`src/rtl/bf_scheduler.sv`:
```
// Bellman-Ford solve sequencer: gates adjacency-matrix updates, runs NODES-1 relaxation passes, then cycle detection.
// Optional macro SCHED_EARLY_EXIT_EN: stop relaxing as soon as a pass reports no change.
module bf_scheduler #(
   parameter int NODES = 32,
   parameter int PW    = 5,
   parameter int WW    = 32
) (
   input  logic          clk,
   input  logic          reset_n,
   input  logic          start,
   input  logic          upd_valid,
   output logic          upd_ready,
   input  logic [PW-1:0] upd_row,
   input  logic [PW-1:0] upd_col,
   input  logic [WW-1:0] upd_weight,
   output logic          adj_we,
   output logic [PW-1:0] adj_wrow,
   output logic [PW-1:0] adj_wcol,
   output logic [WW-1:0] adj_wdata,
   output logic          relax_reset,
   input  logic          relax_done,
   input  logic          relax_changed,
   output logic          cycle_reset,
   input  logic          cycle_done,
   output logic          busy,
   output logic [PW-1:0] pass_cnt,
   output logic          done
);

   typedef enum logic [5:0] {
      IDLE      = 6'b000001,
      RELAX_RST = 6'b000010,
      RELAX_RUN = 6'b000100,
      CYC_RST   = 6'b001000,
      CYC_RUN   = 6'b010000,
      FINISH    = 6'b100000
   } state_t;

   localparam logic [PW-1:0] LAST = PW'(NODES - 1);

   state_t        state;
   logic          start_pend;
   logic          settle;     // first cycle after an engine reset: its done is stale
   logic [PW-1:0] pass_nxt;
   logic          last_pass;

   assign pass_nxt = pass_cnt + PW'(1);

`ifdef SCHED_EARLY_EXIT_EN
   assign last_pass = (pass_nxt == LAST) || !relax_changed;
`else
   logic unused_changed;
   assign unused_changed = relax_changed;
   assign last_pass      = (pass_nxt == LAST);
`endif

   always_ff @(posedge clk) begin
      if (!reset_n) begin
         state       <= IDLE;
         pass_cnt    <= '0;
         start_pend  <= 1'b0;
         settle      <= 1'b0;
         adj_we      <= 1'b0;
         adj_wrow    <= '0;
         adj_wcol    <= '0;
         adj_wdata   <= '0;
         relax_reset <= 1'b0;
         cycle_reset <= 1'b0;
         done        <= 1'b0;
         busy        <= 1'b0;
         upd_ready   <= 1'b0;
      end else begin
         adj_we      <= 1'b0;
         relax_reset <= 1'b0;
         cycle_reset <= 1'b0;
         done        <= 1'b0;
         case (state)
            IDLE: begin
               upd_ready <= 1'b1;
               // an accepted update always wins the cycle; a coincident start waits one cycle
               if (upd_valid && upd_ready) begin
                  adj_we    <= 1'b1;
                  adj_wrow  <= upd_row;
                  adj_wcol  <= upd_col;
                  adj_wdata <= upd_weight;
                  if (start) start_pend <= 1'b1;
               end else if (start || start_pend) begin
                  state       <= RELAX_RST;
                  relax_reset <= 1'b1;
                  pass_cnt    <= '0;
                  start_pend  <= 1'b0;
                  busy        <= 1'b1;
                  upd_ready   <= 1'b0;
               end
            end
            RELAX_RST: begin
               state  <= RELAX_RUN;
               settle <= 1'b1;
            end
            RELAX_RUN: begin
               if (settle) begin
                  settle <= 1'b0;
               end else if (relax_done) begin
                  pass_cnt <= pass_nxt;
                  if (last_pass) begin
                     state       <= CYC_RST;
                     cycle_reset <= 1'b1;
                  end else begin
                     state       <= RELAX_RST;
                     relax_reset <= 1'b1;
                  end
               end
            end
            CYC_RST: begin
               state  <= CYC_RUN;
               settle <= 1'b1;
            end
            CYC_RUN: begin
               if (settle) begin
                  settle <= 1'b0;
               end else if (cycle_done) begin
                  state <= FINISH;
                  done  <= 1'b1;
               end
            end
            FINISH: begin
               state     <= IDLE;
               busy      <= 1'b0;
               upd_ready <= 1'b1;
            end
            default: begin
               state     <= IDLE;
               settle    <= 1'b0;
               busy      <= 1'b0;
               upd_ready <= 1'b0;
            end
         endcase
      end
   end

endmodule

```
`config.mk`:
```
export PLATFORM = sky130hd
export DESIGN_NAME = bf_scheduler
export DESIGN_NICKNAME = d
export VERILOG_FILES = /design/src/rtl/bf_scheduler.sv
export SDC_FILE = /design/constraint.sdc
export NUM_CORES = 1
export LEC_CHECK = 0
export ABC_AREA = 1
export CAP_MARGIN = 0
export CORE_UTILIZATION = 46
export CTS_BUF_LIST = sky130_fd_sc_hd__clkbuf_16
export DETAILED_ROUTE_END_ITERATION = 10
export GPL_TIMING_DRIVEN = 0
export PLACE_DENSITY = 0.85
export SYNTH_ARGS = -nofsm -noshare
export SYNTH_HDL_FRONTEND = slang
export SYNTH_SLANG_ARGS = --single-unit
```
`constraint.sdc`:
```
create_clock -name clk -period 3.2 [get_ports clk]
set_clock_uncertainty 0.15 [all_clocks]
set_input_delay 0.64 -clock clk [delete_from_list [all_inputs] [get_ports clk]]
set_output_delay 0.64 -clock clk [all_outputs]
set_load 0.03 [all_outputs]
```
# == Word-level counts from Yosys, hierarchy flattened ==
# Index checks and enable logic that the tools add are counted.
# totals
register_bits,61
inputBits,49
out_inout_bits,53
word_cells,80
# op_classes
n_addsub,1
eq_ne,14
n_mux,32
n_bitwise,5
reduce_logical,15
# ops
op,n
two-way mux 6 bit,6
case mux 6 bit (5 select lines),1
two-way mux 5 bit,4
two-way mux 1 bit,15
"inequality test 2 bit, second input constant",7
case mux 5 bit (2 select lines),1
OR reduction 4 bit,2
"== test 6 x 1 -> 1 bit, second input constant",1
"== test 6 x 2 -> 1 bit, second input constant",1
"== test 6 x 3 -> 1 bit, second input constant",1
"== test 6 x 4 -> 1 bit, second input constant",1
"== test 6 x 5 -> 1 bit, second input constant",1
"== test 6 bit, second input constant",1
case mux 1 bit (2 select lines),3
AND reduction 3 bit,2
AND reduction 6 bit,1
"adder 5 x 1 -> 5 bit, second input constant",1
"== test 5 bit, second input constant",1
inverter 1 bit,5
AND reduction 5 bit,1
two-way mux 4 bit,1
AND reduction 2 bit,2
nonzero test 2 bit,2
OR reduction 2 bit,2
4 further kinds,4

# == Depth between registers and ports, before layout ==
# depth
word_depth,6
mapped_depth,9
mapped_depth_nobuf,9

# == Worst setup path after synthesis ==
# No wires, ideal clock.
# synth_timing
kind,input to register
startpoint,input upd_valid
endpoint,register pass_cnt[0]
setup_ns,0.114
arrival_time_ns,1.479
required_time_ns,2.936
slack_ns,1.457
path_stages,6
path_buffers,0
path_cell_list,nand2_1 o21ai_0 nand3_1 nand3_1 o21bai_1 nor2_1
# synth_between
elab_chain_cells,3
# synth_rtl
item,line,rtl
"start, declared",11,"input logic upd_valid,"
logical AND 1 bit,81,if (upd_valid && upd_ready) begin
inequality test 2 bit (no source line),n/a,
AND reduction 5 bit (no source line),n/a,
"end signal, assigned",104,pass_cnt <= pass_nxt;
"end, declared",26,"output logic [PW-1:0] pass_cnt,"
# No other way between the ends.
# A chain may end at the register's enable or synchronous reset.

# == Worst setup path after layout ==
# layout_timing
startpoint,register pass_cnt[2]
endpoint,output pass_cnt[2]
# No word-level cell between the ends.

==> flow_metrics.env <==
export IMPL_yosysWarnings=0
export IMPL_clkLatencyLatePin_ns=0.32
export IMPL_synth_top_area_frac=0.493
export IMPL_syn2layout_area_growth_pct=53.6
export IMPL_dp_hpwl_um=4630
export IMPL_diodes=0
export IMPL_fmax_ghz=0.435
export IMPL_numCtsBuffers=9
export IMPL_syn_nets=373
export IMPL_initial_core_util=0.482
export IMPL_place_gp_congestion=0.895
export IMPL_die_w_um=75.4
export IMPL_finalHoldViolCount=0
export IMPL_regToRegEndpoint="pass_cnt[0]"
export IMPL_worstHoldPathType="flop to flop"
export IMPL_startpoint="pass_cnt[2]"
export IMPL_critical_path_required_ns=2.41
export IMPL_synth_area_per_cell_um2=7.69
export IMPL_ir_drop_mv=0.342
export IMPL_via_per_inst=4.86
export IMPL_critPathArrivalTime_ns=1.51
export IMPL_crit_cells=1
export IMPL_r2r_start="upd_ready"
export IMPL_tritoncts="yes"
export IMPL_async_reset_ff_frac=0
export IMPL_status="finished clean"
export IMPL_cp_cell_sequence="clkdlybuf4s50_1"
export IMPL_fin_crit_sh=0.718
export IMPL_portBuffers=99
export IMPL_p_leak_nw=1.64
export IMPL_overflow=0
export IMPL_post_route_drc_count=0
export IMPL_postPlaceCellArea_mm2=0.00356
export IMPL_path_max_fanout=8
export IMPL_ys_seq_area_frac=0.493
export IMPL_ys_seq_elements=61
export IMPL_setup_viol=0
export IMPL_path_buf_inv=1
export IMPL_start_kind="flop"
export IMPL_slew_viol_final=0
export IMPL_rows=26
export IMPL_synth_edf_count=0
export IMPL_synth_area_mm2=0.00248
export IMPL_cp_endpoint="pass_cnt[2]"
export IMPL_fin_nets=483
export IMPL_ys_flop_type="dfxtp_1"
export IMPL_grt_usage=0.240
export IMPL_core_area_mm2=0.00514
export IMPL_slowest_stage="clkdlybuf4s50_1"
export IMPL_ant_nets=0
export IMPL_cp_end_kind="output port"
export IMPL_ioPinCount=102
export IMPL_crit_type="flop to output port"
export IMPL_r2r_cells=6
export IMPL_synthCells=322
export IMPL_dieArea_mm2=0.00568
export IMPL_grt_pass1_wl_um=10100
export IMPL_critPathMaxStageDelay_ns=0.73
export IMPL_synth_area_leader_cell="dfxtp_1"
export IMPL_cts_num_sinks=61
export IMPL_htree_levels=3
export IMPL_maxSlewHeadroom=0.676
export IMPL_final_layout_size_suffix_gt1_frac=0.0872
export IMPL_drt_wl_total_um=6360
export IMPL_worst_slack_ns=0.902
export IMPL_vias=2459
export IMPL_die_y_um=75.4
export IMPL_grt_pass1_vias=2269
export IMPL_post_cts_buffers=0
export IMPL_root_buffer="clkbuf_16"
export IMPL_firstDrtPassIters=4
export IMPL_drt_initial_drc_count=111
export IMPL_max_cap_violations=0
export IMPL_power_density_mw_per_mm2=541
export IMPL_totalPowerFinal_mw=2.06
export IMPL_wire_per_inst_um=12.6
export IMPL_cpLargestDelayFamily="buffers and inverters"
export IMPL_reg2reg_slack_ns=1.50
export IMPL_fin_area_mm2=0.00381
export IMPL_totalNegativeSetupSlack_ns=0
export IMPL_tightest_slew_ns=0.487
export IMPL_antenna_found_initial=0
export IMPL_rsz0062_at_grt="no"
export IMPL_clkTransAtPathRegs_ns=0.05
export IMPL_period_needed_ns=2.30
export IMPL_ys_types=22
export IMPL_dp_slack_ns=0.749
export IMPL_cts_hold_buf=0
export IMPL_grt_max_degree=11
export IMPL_ctsResizeCount=0
export IMPL_synth_area_leaders="dfxtp_1 (49%), nor2_1 (14%), o21ai_0 (5.9%)"
export IMPL_clock_path_buffers=2
-- placed cells by master, fill, tap and decap left out, types with 5 or more instances in the layout --
cell,instances
o21ai_0,29
nand4_1,7
nand2_1,26
inv_1,29
clkbuf_16,9
clkdlybuf4s50_1,99
a21oi_1,10
nor2_1,93
nand3_1,14
clkbuf_1,5
o21ai_1,16
nor2_2,12
buf_6,8
dfxtp_1,61
-- power breakdown --
group	switching, mW	internal [mW]	total, mW
registers	0.0280	0.812	0.840
clock network	0.310	0.504	0.814
logic	0.228	0.178	0.406
total	0.567	1.49	2.06
-- kinds of logic after synthesis --
family | Yosys count | synth area share
buffers and inverters | 41 | 0.0884
AO/OA/AOI/OAI | 57 | 0.117
flip-flops | 61 | 0.493
AND/OR/NAND/NOR | 161 | 0.291
adder cells (fa/ha/maj) | 2 | 0.0101
-- routing by layer --
metal / track usage / routed length (µm) / vias to the layer above
met4: 0.105 / 106 / 0
met5: 0 / 0 / -
li1: - / - / 1251
met2: 0.405 / 3010 / 81
met1: 0.267 / 2680 / 1115
met3: 0.0979 / 560 / 12
-- layout make-up --
class,count,area [µm²]
clock buffer,9,225
tap,70,87.6
fill,389,1330
inverter,27,106
clock inverter,6,25.0
buffer,14,113
sequential,61,1220
multi-input combinational,220,1040
timing repair buffer,99,991
-- cell usage after synthesis, types with 2 or more instances --
cell type	n
nand2_1	26
inv_1	26
buf_6	8
o21bai_1	2
ha_1	2
nor2_1	93
nor2_2	12
nor2_4	2
o21ai_0	29
nand3_1	14
dfxtp_1	61
nand3_2	2
nand4_1	7
o21ai_1	16
clkbuf_1	5
nor4_1	2
a21oi_1	10
-- flip-flops by register name, summed over array words and instances, names as in the netlist --
name	cells
adj_we	1
upd_ready	1
adj_wrow	5
pass_cnt	5
state	6
done	1
relax_reset	1
settle	1
cycle_reset	1
busy	1
adj_wdata	32
start_pend	1
adj_wcol	5
-- through the flow --
step           std cells   util  hold slack (ns)
3_3_place_gp         491  0.692            0.307
5_1_grt              506  0.741            0.352
3_5_place_dp         491  0.692            0.312
4_1_cts              506  0.741            0.320
6_report             506  0.741            0.323
2_1_floorplan        322      -            0.295
-- worst min-delay path by stage --
stage | start | endpoint | cells past startpoint
floorplan | start_pend | start_pend | 2
global placement | start_pend | start_pend | 2
detailed placement | start_pend | start_pend | 2
CTS | start_pend | start_pend | 2
global route | start_pend | start_pend | 2
finish | start_pend | start_pend | 2
Note: power is estimated with default switching activity, not from simulation.
==> edit (same settings) <==
Add a define of `SCHED_EARLY_EXIT_EN`.
--- a/src/rtl/bf_scheduler.sv
+++ b/src/rtl/bf_scheduler.sv
@@ -1,5 +1,7 @@
 // Bellman-Ford solve sequencer: gates adjacency-matrix updates, runs NODES-1 relaxation passes, then cycle detection.
 // Optional macro SCHED_EARLY_EXIT_EN: stop relaxing as soon as a pass reports no change.
+`define SCHED_EARLY_EXIT_EN
+
 module bf_scheduler #(
    parameter int NODES = 32,
    parameter int PW    = 5,
Check against the original RTL: not equivalent (Yosys sat finds a counterexample within 10 cycles, from zero or initial values and one cycle with reset_n low).
==> edit against the unedited design <==
Largest cell class unchanged. Sequential cell count is the same. Area after synthesis shrank 4.6%. Total power grew 4.1%. Worst setup slack gained 26 ps. Sequential power is essentially flat. Wire length is essentially flat. First-iteration DRC count shrank 29%. Largest power group is now clock. Cell area shrank 1.7%.
==> edit: results (changes against the unedited design) <==
layout:
  final_nets: 472  # was 483
  fill_cells: 354  # was 389
  drive_gt1_share_pct: 6.573  # was 8.716%
  finalNonFillerCells: 493  # was 506
global_routing:
  track_usage_pct: 24.75  # was 23.98%
  grt_pass1_vias: 2267  # was 2269
synth:
  yosysUniqueCellTypes: 19  # was 22
  synthCells: 309  # was 322
  synthTopCellsByCount: "101 x nor2_1, 61 x dfxtp_1, 40 x o21ai_1"  # was 93 x nor2_1, 61 x dfxtp_1, 29 x o21ai_0
  synth_fp_nets: 360  # was 373
  yosys-top-cells-area: "dfxtp_1 52%, nor2_1 16%, o21ai_1 8.5%, nand2_1 4.4%, nand3_1 3.0%"  # was dfxtp_1 49%, nor2_1 14%, o21ai_0 5.9%, inv_1 3.9%, nand2_1 3.9%
placement:
  port_buffers: 101  # was 99
  placed_cell_area_sq_um: 3458  # was 3556 sq um
  place_ws_ps: 796.5  # was 749.5 ps
  place_congestion: 0.7994  # was 0.8946
power:
  clk-power_w: 0.000915  # was 0.000814 W
  p_comb_w: 0.000390  # was 0.000406 W
  power.internal_w: 0.001575  # was 0.001493 W
  ir_drop_mv: 0.5215  # was 0.3419 mV
worst_setup_path:
  r2r_start: "state[0]"  # was upd_ready
  worstPathArrival_ps: 1480  # was 1510 ps
sta:
  relSlewSlack_pct: 69.58  # was 67.55%
  whs_ps: 322.4  # was 323.2 ps
worst_hold_path:
  hold_start: "busy"  # was start_pend
  whs_endpoint: "busy"  # was start_pend
route:
  post_drt_via_cell_ratio: 4.777  # was 4.860
  wl_per_cell_microns: 12.89  # was 12.56 microns
outcome:
  status: "completed"  # unchanged
[edit: changes by cell type in the layout (fill, tap and decap cells not counted), sizes merged, moves of 2 or more]
cell / unedited run / this run
clkdlybuf4s50: 99 / 101
inv: 30 / 18
nor2: 108 / 105
a21oi: 10 / 13
nand2: 26 / 28
nand4: 7 / 5
clkinv: 3 / 6
[edit: kinds of logic after synthesis]
family,synth area share (%)
buf+inv,6.987
fa+ha+maj,1.059
simple gates,27.90
compound gates,12.39
flops,51.67
[edit: area by class of cell]
type / instances / area [sq um] / area share, %
flip-flops and latches: 61 / 1221 / 32.65
multi-input cells: 216 / 977.2 / 26.13
inverters: 18 / 67.56 / 1.807
clock inverters: 7 / 56.30 / 1.506
clock buffers: 9 / 225.2 / 6.022
repair buffers: 101 / 1011 / 27.03
plain buffers: 14 / 97.59 / 2.610
well taps: 67 / 83.83 / 2.242
[edit: routing by layer]
layer  share of wire, %  track usage [%]
met5                  0                0
met4               0.54            6.410
met3                9.2            13.99
met2                 50            41.08
met1                 40            27.18
